`src/rtl/camera_ctrl.sv`:
```
// camera_ctrl: once per frame, samples the character's absolute Y position, divides its
// centre by the screen-block height (iterative subtraction), applies hysteresis to
// single-block moves and commits the resulting camera block index during blanking.
//
// Ports:
//   sys_clk        system clock
//   sys_rst        synchronous reset, active-high
//   frame_end      one-cycle pulse at start of vertical blanking
//   char_abs_y     character absolute Y (top edge)
//   camera_y       committed camera block index (to pixel_gen)
//   camera_change  one-cycle pulse when camera_y takes a new value
//   busy           high while a computation is in progress
//   frame_overrun  sticky: frame_end arrived while busy
module camera_ctrl #(
  parameter int unsigned PHY_WIDTH    = 14,
  parameter int unsigned BLOCK_WIDTH  = 480,
  parameter int unsigned CHAR_WIDTH_Y = 52,
  parameter int unsigned CAM_WIDTH    = 5,
  parameter int unsigned MAX_BLOCK    = 31,
  parameter int unsigned HYST         = 8
) (
  input  logic                 sys_clk,
  input  logic                 sys_rst,
  input  logic                 frame_end,
  input  logic [PHY_WIDTH-1:0] char_abs_y,
  output logic [CAM_WIDTH-1:0] camera_y,
  output logic                 camera_change,
  output logic                 busy,
  output logic                 frame_overrun
);

  // Centre needs one extra bit so y + CHAR_WIDTH_Y/2 never overflows.
  localparam int unsigned RW   = PHY_WIDTH + 1;
  localparam int unsigned QMax = ((1 << RW) + BLOCK_WIDTH - 1) / BLOCK_WIDTH;
  localparam int unsigned QW   = $clog2(QMax + 1);

  localparam logic [RW-1:0]        BlockW   = RW'(BLOCK_WIDTH);
  localparam logic [RW-1:0]        HalfChar = RW'(CHAR_WIDTH_Y / 2);
  localparam logic [RW-1:0]        HystLo   = RW'(HYST);
  localparam logic [RW-1:0]        HystHi   = RW'(BLOCK_WIDTH - 1 - HYST);
  localparam logic [QW-1:0]        MaxQ     = QW'(MAX_BLOCK);
  localparam logic [CAM_WIDTH-1:0] MaxCam   = CAM_WIDTH'(MAX_BLOCK);

  typedef enum logic [1:0] {StIdle, StDiv, StDecide} state_e;

  state_e               state_q, state_d;
  logic [RW-1:0]        r_q, r_d;
  logic [QW-1:0]        q_q, q_d;
  logic [CAM_WIDTH-1:0] cam_q, cam_d;
  logic                 change_q, change_d;
  logic                 busy_q, busy_d;
  logic                 overrun_q, overrun_d;

  // Decision terms, only consumed in StDecide.
  logic                 clamp;
  logic [CAM_WIDTH-1:0] qc;
  logic [CAM_WIDTH:0]   qc_x, cam_x;
  logic                 accept;

  always_comb begin
    clamp = (q_q > MaxQ);
    qc    = clamp ? MaxCam : CAM_WIDTH'(q_q);
    // One extra bit so +1 comparisons cannot wrap at the top/bottom block.
    qc_x  = {1'b0, qc};
    cam_x = {1'b0, cam_q};
    if (clamp) begin
      accept = 1'b1;
    end else if (qc_x == cam_x) begin
      accept = 1'b0;
    end else if (qc_x == cam_x + 1'b1) begin
      accept = (r_q >= HystLo);
    end else if (qc_x + 1'b1 == cam_x) begin
      accept = (r_q <= HystHi);
    end else begin
      accept = 1'b1;
    end
  end

  always_comb begin
    state_d   = state_q;
    r_d       = r_q;
    q_d       = q_q;
    cam_d     = cam_q;
    change_d  = 1'b0;
    overrun_d = overrun_q | (frame_end && (state_q != StIdle));

    unique case (state_q)
      StIdle: begin
        if (frame_end) begin
          r_d     = {1'b0, char_abs_y} + HalfChar;
          q_d     = '0;
          state_d = StDiv;
        end
      end
      StDiv: begin
        if (r_q >= BlockW) begin
          r_d = r_q - BlockW;
          q_d = q_q + 1'b1;
        end else begin
          state_d = StDecide;
        end
      end
      StDecide: begin
        state_d = StIdle;
        if (accept && (qc != cam_q)) begin
          cam_d    = qc;
          change_d = 1'b1;
        end
      end
      default: state_d = StIdle;
    endcase

    busy_d = (state_d != StIdle);
  end

  always_ff @(posedge sys_clk) begin
    if (sys_rst) begin
      state_q   <= StIdle;
      r_q       <= '0;
      q_q       <= '0;
      cam_q     <= '0;
      change_q  <= 1'b0;
      busy_q    <= 1'b0;
      overrun_q <= 1'b0;
    end else begin
      state_q   <= state_d;
      r_q       <= r_d;
      q_q       <= q_d;
      cam_q     <= cam_d;
      change_q  <= change_d;
      busy_q    <= busy_d;
      overrun_q <= overrun_d;
    end
  end

  assign camera_y      = cam_q;
  assign camera_change = change_q;
  assign busy          = busy_q;
  assign frame_overrun = overrun_q;

endmodule

```
`config.mk`:
```
export PLATFORM = sky130hd
export DESIGN_NAME = camera_ctrl
export DESIGN_NICKNAME = d
export VERILOG_FILES = /design/src/rtl/camera_ctrl.sv
export SDC_FILE = /design/constraint.sdc
export NUM_CORES = 1
export LEC_CHECK = 0
export CAP_MARGIN = 0
export CORE_MARGIN = 5
export CORE_UTILIZATION = 55
export CTS_CLUSTER_SIZE = 20
export DETAILED_ROUTE_END_ITERATION = 10
export PLACE_DENSITY = 0.77
export SLEW_MARGIN = 20
export SYNTH_ARGS = -nofsm -noshare
export SYNTH_HDL_FRONTEND = slang
export SYNTH_SLANG_ARGS = --single-unit
```
`constraint.sdc`:
```
create_clock -name sys_clk -period 4.87 [get_ports sys_clk]
set_input_delay 0.974 -clock sys_clk [delete_from_list [all_inputs] [get_ports sys_clk]]
set_output_delay 0.974 -clock sys_clk [all_outputs]
set_load 0.02 [all_outputs]
```
# Word-level counts from Yosys, hierarchy flattened
# Index checks and enable logic that the tools add are counted.
word_totals:
  register_bits: 32
  in_bits: 17
  out_inout_bits: 8
  elab_cells: 50
op_classes:
  add_sub_neg: 5
  order_cmp: 4
  n_eq_ne: 8
  muxes: 15
  bitwise: 2
  reduce_logical: 9
op_table:
  columns: ["cell", "n"]
  rows:
  - ["$mux 15", 2]
  - ["$pmux 15 s2", 1]
  - ["$add 14x5->15 const B", 1]
  - ["$ge 15x4->1 const B", 1]
  - ["$ge 15x9->1 const B", 1]
  - ["$le 15x9->1 const B", 1]
  - ["$sub 15x9->15 const B", 1]
  - ["$mux 7", 2]
  - ["$pmux 7 s2", 1]
  - ["$add 5x1->6 const B", 2]
  - ["$add 7x1->7 const B", 1]
  - ["$gt 7x5->1 const B", 1]
  - ["$eq 5x6->1", 1]
  - ["$eq 6x5->1", 1]
  - ["$reduce_bool 2->1", 3]
  - ["$eq 5x5->1", 1]
  - ["$mux 1", 5]
  - ["$mux 5", 1]
  - ["$ne 5x5->1", 1]
  - ["$mux 2", 2]
  - ["$ne 2x2->1 const B", 2]
  - ["$pmux 2 s2", 1]
  - ["$reduce_and 3->1", 1]
  - ["$eq 2x1->1 const B", 1]
  - ["other kinds (7)", 8]

# Longest topological paths before layout
logic_depth:
  depth_word: 10
  ltp_mapped: 10

# Worst setup path before layout
# No wires, ideal clock.
synth_path:
  kind: "reg2reg"
  start: "register cam_q[1] (netlist: camera_y[1])"
  end: "register cam_q[0] (netlist: camera_y[0])"
  arrival_ns: 2.651
  slack_ns: 2.096
  stages_incl_launch_ff: 7
  path_buffers: 0
  period_less_slack_ns: 2.774
  path_cell_list: "dfxtp_1 ha_1 or4b_4 or3_4 a211o_1 a211oi_4 mux2_1"
synth_via:
  elab_chain_len: 7
synth_rtl:
  columns: ["element", "line_no", "rtl"]
  rows:
  - ["start: declaration", "49", "logic [CAM_WIDTH-1:0] cam_q, cam_d;"]
  - ["start signal: assignment", "129", "cam_q <= cam_d;"]
  - ["$add 5x1->6 / $eq 6x5->1 (equally long branches)", "70, 72", null]
  - ["$eq 5x6->1 / $mux 1 (equally long branches)", "70, 72", null]
  - ["$mux 1", "70", "end else if (qc_x == cam_x + 1'b1) begin"]
  - ["$mux 1", "68", "end else if (qc_x == cam_x) begin"]
  - ["$mux 1", "66", "if (clamp) begin"]
  - ["$logic_and 1x1->1 *", "105", "if (accept && (qc != cam_q)) begin"]
  - ["$reduce_and 2->1 (no source line) *", null, null]
# Every way passes the cells marked *; elsewhere a longest branch is shown, timed or not.
# A chain may end at the register's enable or synchronous reset.

# Worst setup path in the final report
layout_path:
  start: "register cam_q[1] (netlist: camera_y[1])"
  end: "register cam_q[2] (netlist: camera_y[2])"
# The elaborated chain is that of the path after synthesis.

==> impl_metrics.csv <==
group,metric,value,unit
outcome,run_status,"finished clean",
finish,seqCellArea,641,µm²
finish,layout_common_cells,"nor2_1, dfxtp_1, clkdlybuf4s50_1",
timing,period_minus_slack,2.83,ns
power,ir_drop,0.000190,V
clocking,cts.clk_slew.worst_paths,0.06,ns
global_route,grt_start_max_net_pins,23,
worst_setup_path,worstSetupPathType,"flop to flop",
timing,fmaxAchievable,0.353,GHz
placement,io_buffer_count,24,
clocking,cts.htree.levels,2,
clocking,cts_setup_buffers,0,
timing,finClkSkew,0.00255,ns
synth,synth-seq-cells,32,
synth,synth_cells,283,
placement,dp_hpwl,3670,µm
routing,drt_wl_total,5000,µm
worst_setup_path,required,5.04,ns
clocking,clock_latency,0.28,ns
power,p_per_area,292,nW/µm²
clocking,ctsResizeCount,0,
clocking,hold_buffers,0,
timing,fin_tns_setup,0,ns
timing,worst_pin_slew,1.01,ns
flow_run,maxCapViolations,0,
synth,yosysTopAreaCell,"dfxtp_1",
routing,postRouteAntennaNets,0,
worst_setup_path,crit_buf_inv,0,
clocking,clk_path_buf_depth,2,
floorplanning,initial_core_util,56.7,%
finish,diodes,0,
floorplanning,core_area,3970,µm²
synth,synth_cell_type_count,58,
synth,async_flop_share,0,%
timing,relSlewSlack,32.5,%
global_route,grt_remaining_overflow,0,
floorplanning,die_width,74.0,µm
synth,yosysTopAreaCellShare,28.4,%
routing,vias_per_cell,5.90,
clocking,tritoncts,"yes",
worst_setup_path,cp_top_family,"simple AND/OR/NAND/NOR gates",
worst_setup_path,crit_chain,"ha_1 > or4b_4 > or3_4 > a211o_1 > a211oi_4 > mux2_1",
global_route,grt_pass1_wl,8850,µm
finish,final_area,2560,µm²
finish,area_growth,13.6,%
worst_setup_path,cp_slowest_stage_delay,0.49,ns
finish,final_common_cell,"nor2_1",
finish,utilization,64.4,%
synth,syn_nets,307,
floorplanning,ios,25,
floorplanning,die_y,74.0,µm
global_route,track_usage,20.5,%
finish,drive_gt1_share,6.76,%
synth,synth-edff-count,0,
power,leakage,0.941,nW
routing,drtPass1Iterations,4,
routing,wl_per_cell,14.5,µm
clocking,cts_sinks,32,
floorplanning,rows,23,
timing,hold_viol,0,
routing,vias,2043,
synth,synthFlopType,"dfxtp_1",
placement,gp_congestion,0.922,
timing,rsz0062_at_grt,"false",
worst_setup_path,start_kind,"flop",
timing,setup_viol_count_final,0,
routing,post-route-drc-count,0,
power,total_power,0.000746,W
synth,syn_avg_cell_area,7.96,µm²
finish,multiInputGateArea,1500,µm²
floorplanning,dieArea,5470,µm²
synth,yosysSeqAreaShare,28.4,%
finish,nets,320,
synth,netlist_area,2250,µm²
timing,finalCritPeriodShare,58.2,%
worst_setup_path,cp_max_fo,8,
placement,place_area,2480,µm²
worst_setup_path,cp-end-kind,"flop",
global_route,antenna_found_initial,0,
synth,synth_area_leaders,"dfxtp_1, xor2_1, nor2_1",
worst_setup_path,arrival,3.00,ns
routing,drt-initial-drc-count,184,
timing,slew_violations,0,
global_route,grt_pass1_vias,1917,
finish,fillers,352,
clocking,cts-root-buf,"clkbuf_8",
min_path,hp-class,"flop to flop",
synth,ys.warnings.count,0,
clocking,cts_buffers,5,
worst_setup_path,cpMaxStageDelayCell,"dfxtp_1",
==> per-layer routing <==
layer	track usage, %	wire (µm)
met5	0	0
met1	26.3	2310
met3	4.73	172
met4	7.85	82
met2	33.6	2430
==> cell type report <==
class	count	area share (%)
multi-input cells	225	58.6
flip-flops and latches	32	25.0
repair buffers	26	9.98
clock buffers	6	2.84
well taps	50	2.44
inverters	6	0.880
clock inverters	1	0.196
==> power by group <==
group / switching [W] / internal (W)
registers: 0.0000371 / 0.000289
logic: 0.000132 / 0.0000946
clock network: 0.0000958 / 0.0000970
==> cell families after synthesis <==
kind of cell | Yosys count | synth area share [%]
buf+inv | 26 | 4.94
fa+ha+maj | 7 | 3.89
mux | 11 | 5.11
compound gates | 63 | 19.9
simple gates | 118 | 27.6
xor+xnor | 26 | 10.1
flops | 32 | 28.4
==> flip-flops by register name (all words and copies together) (netlist names) <==
name           cells
busy               1
camera_change      1
camera_y           5
frame_overrun      1
q_q                7
r_q               15
state_q            2
==> path summary, 6_finish.rpt <==
kind	to	start	slack, ns	cells after the start
worst max-delay path	camera_y[2]	camera_y[1]	2.04	6
worst min-delay path	frame_overrun	frame_overrun	0.45	2
worst max register to register	camera_y[2]	camera_y[1]	2.04	6
worst min register to register	frame_overrun	frame_overrun	0.45	2
==> synth_stat cells (3+ instances only) <==
| master | number |
|---|---|
| nand2b_1 | 5 |
| nand2_1 | 22 |
| mux2_1 | 4 |
| xor2_1 | 16 |
| nor3b_1 | 3 |
| mux2i_1 | 7 |
| clkbuf_1 | 16 |
| o21ai_0 | 16 |
| nor2b_1 | 5 |
| or3_1 | 4 |
| dfxtp_1 | 32 |
| nor3_1 | 8 |
| nor2_1 | 35 |
| inv_1 | 6 |
| ha_1 | 7 |
| a211oi_1 | 3 |
| a32oi_1 | 4 |
| nand3_1 | 11 |
| xnor2_1 | 10 |
| a21oi_1 | 14 |
| nand4_1 | 8 |
==> worst min-delay path, cell delays in order, from the launching register on <==
cell     delay [ns]
dfxtp_1        0.31
inv_1          0.05
a21oi_1        0.05
==> metrics by stage <==
step | worst slack [ns] | cells | hold slack (ns)
after global routing | 1.74 | 346 | 0.487
after CTS | 2.03 | 346 | 0.460
after global placement | 2.07 | 339 | 0.437
after detailed placement | 2.06 | 339 | 0.449
final | 2.04 | 346 | 0.451
after floorplan | 2.10 | 283 | 0.461
No activity file was read; power rests on OpenSTA's default activity.
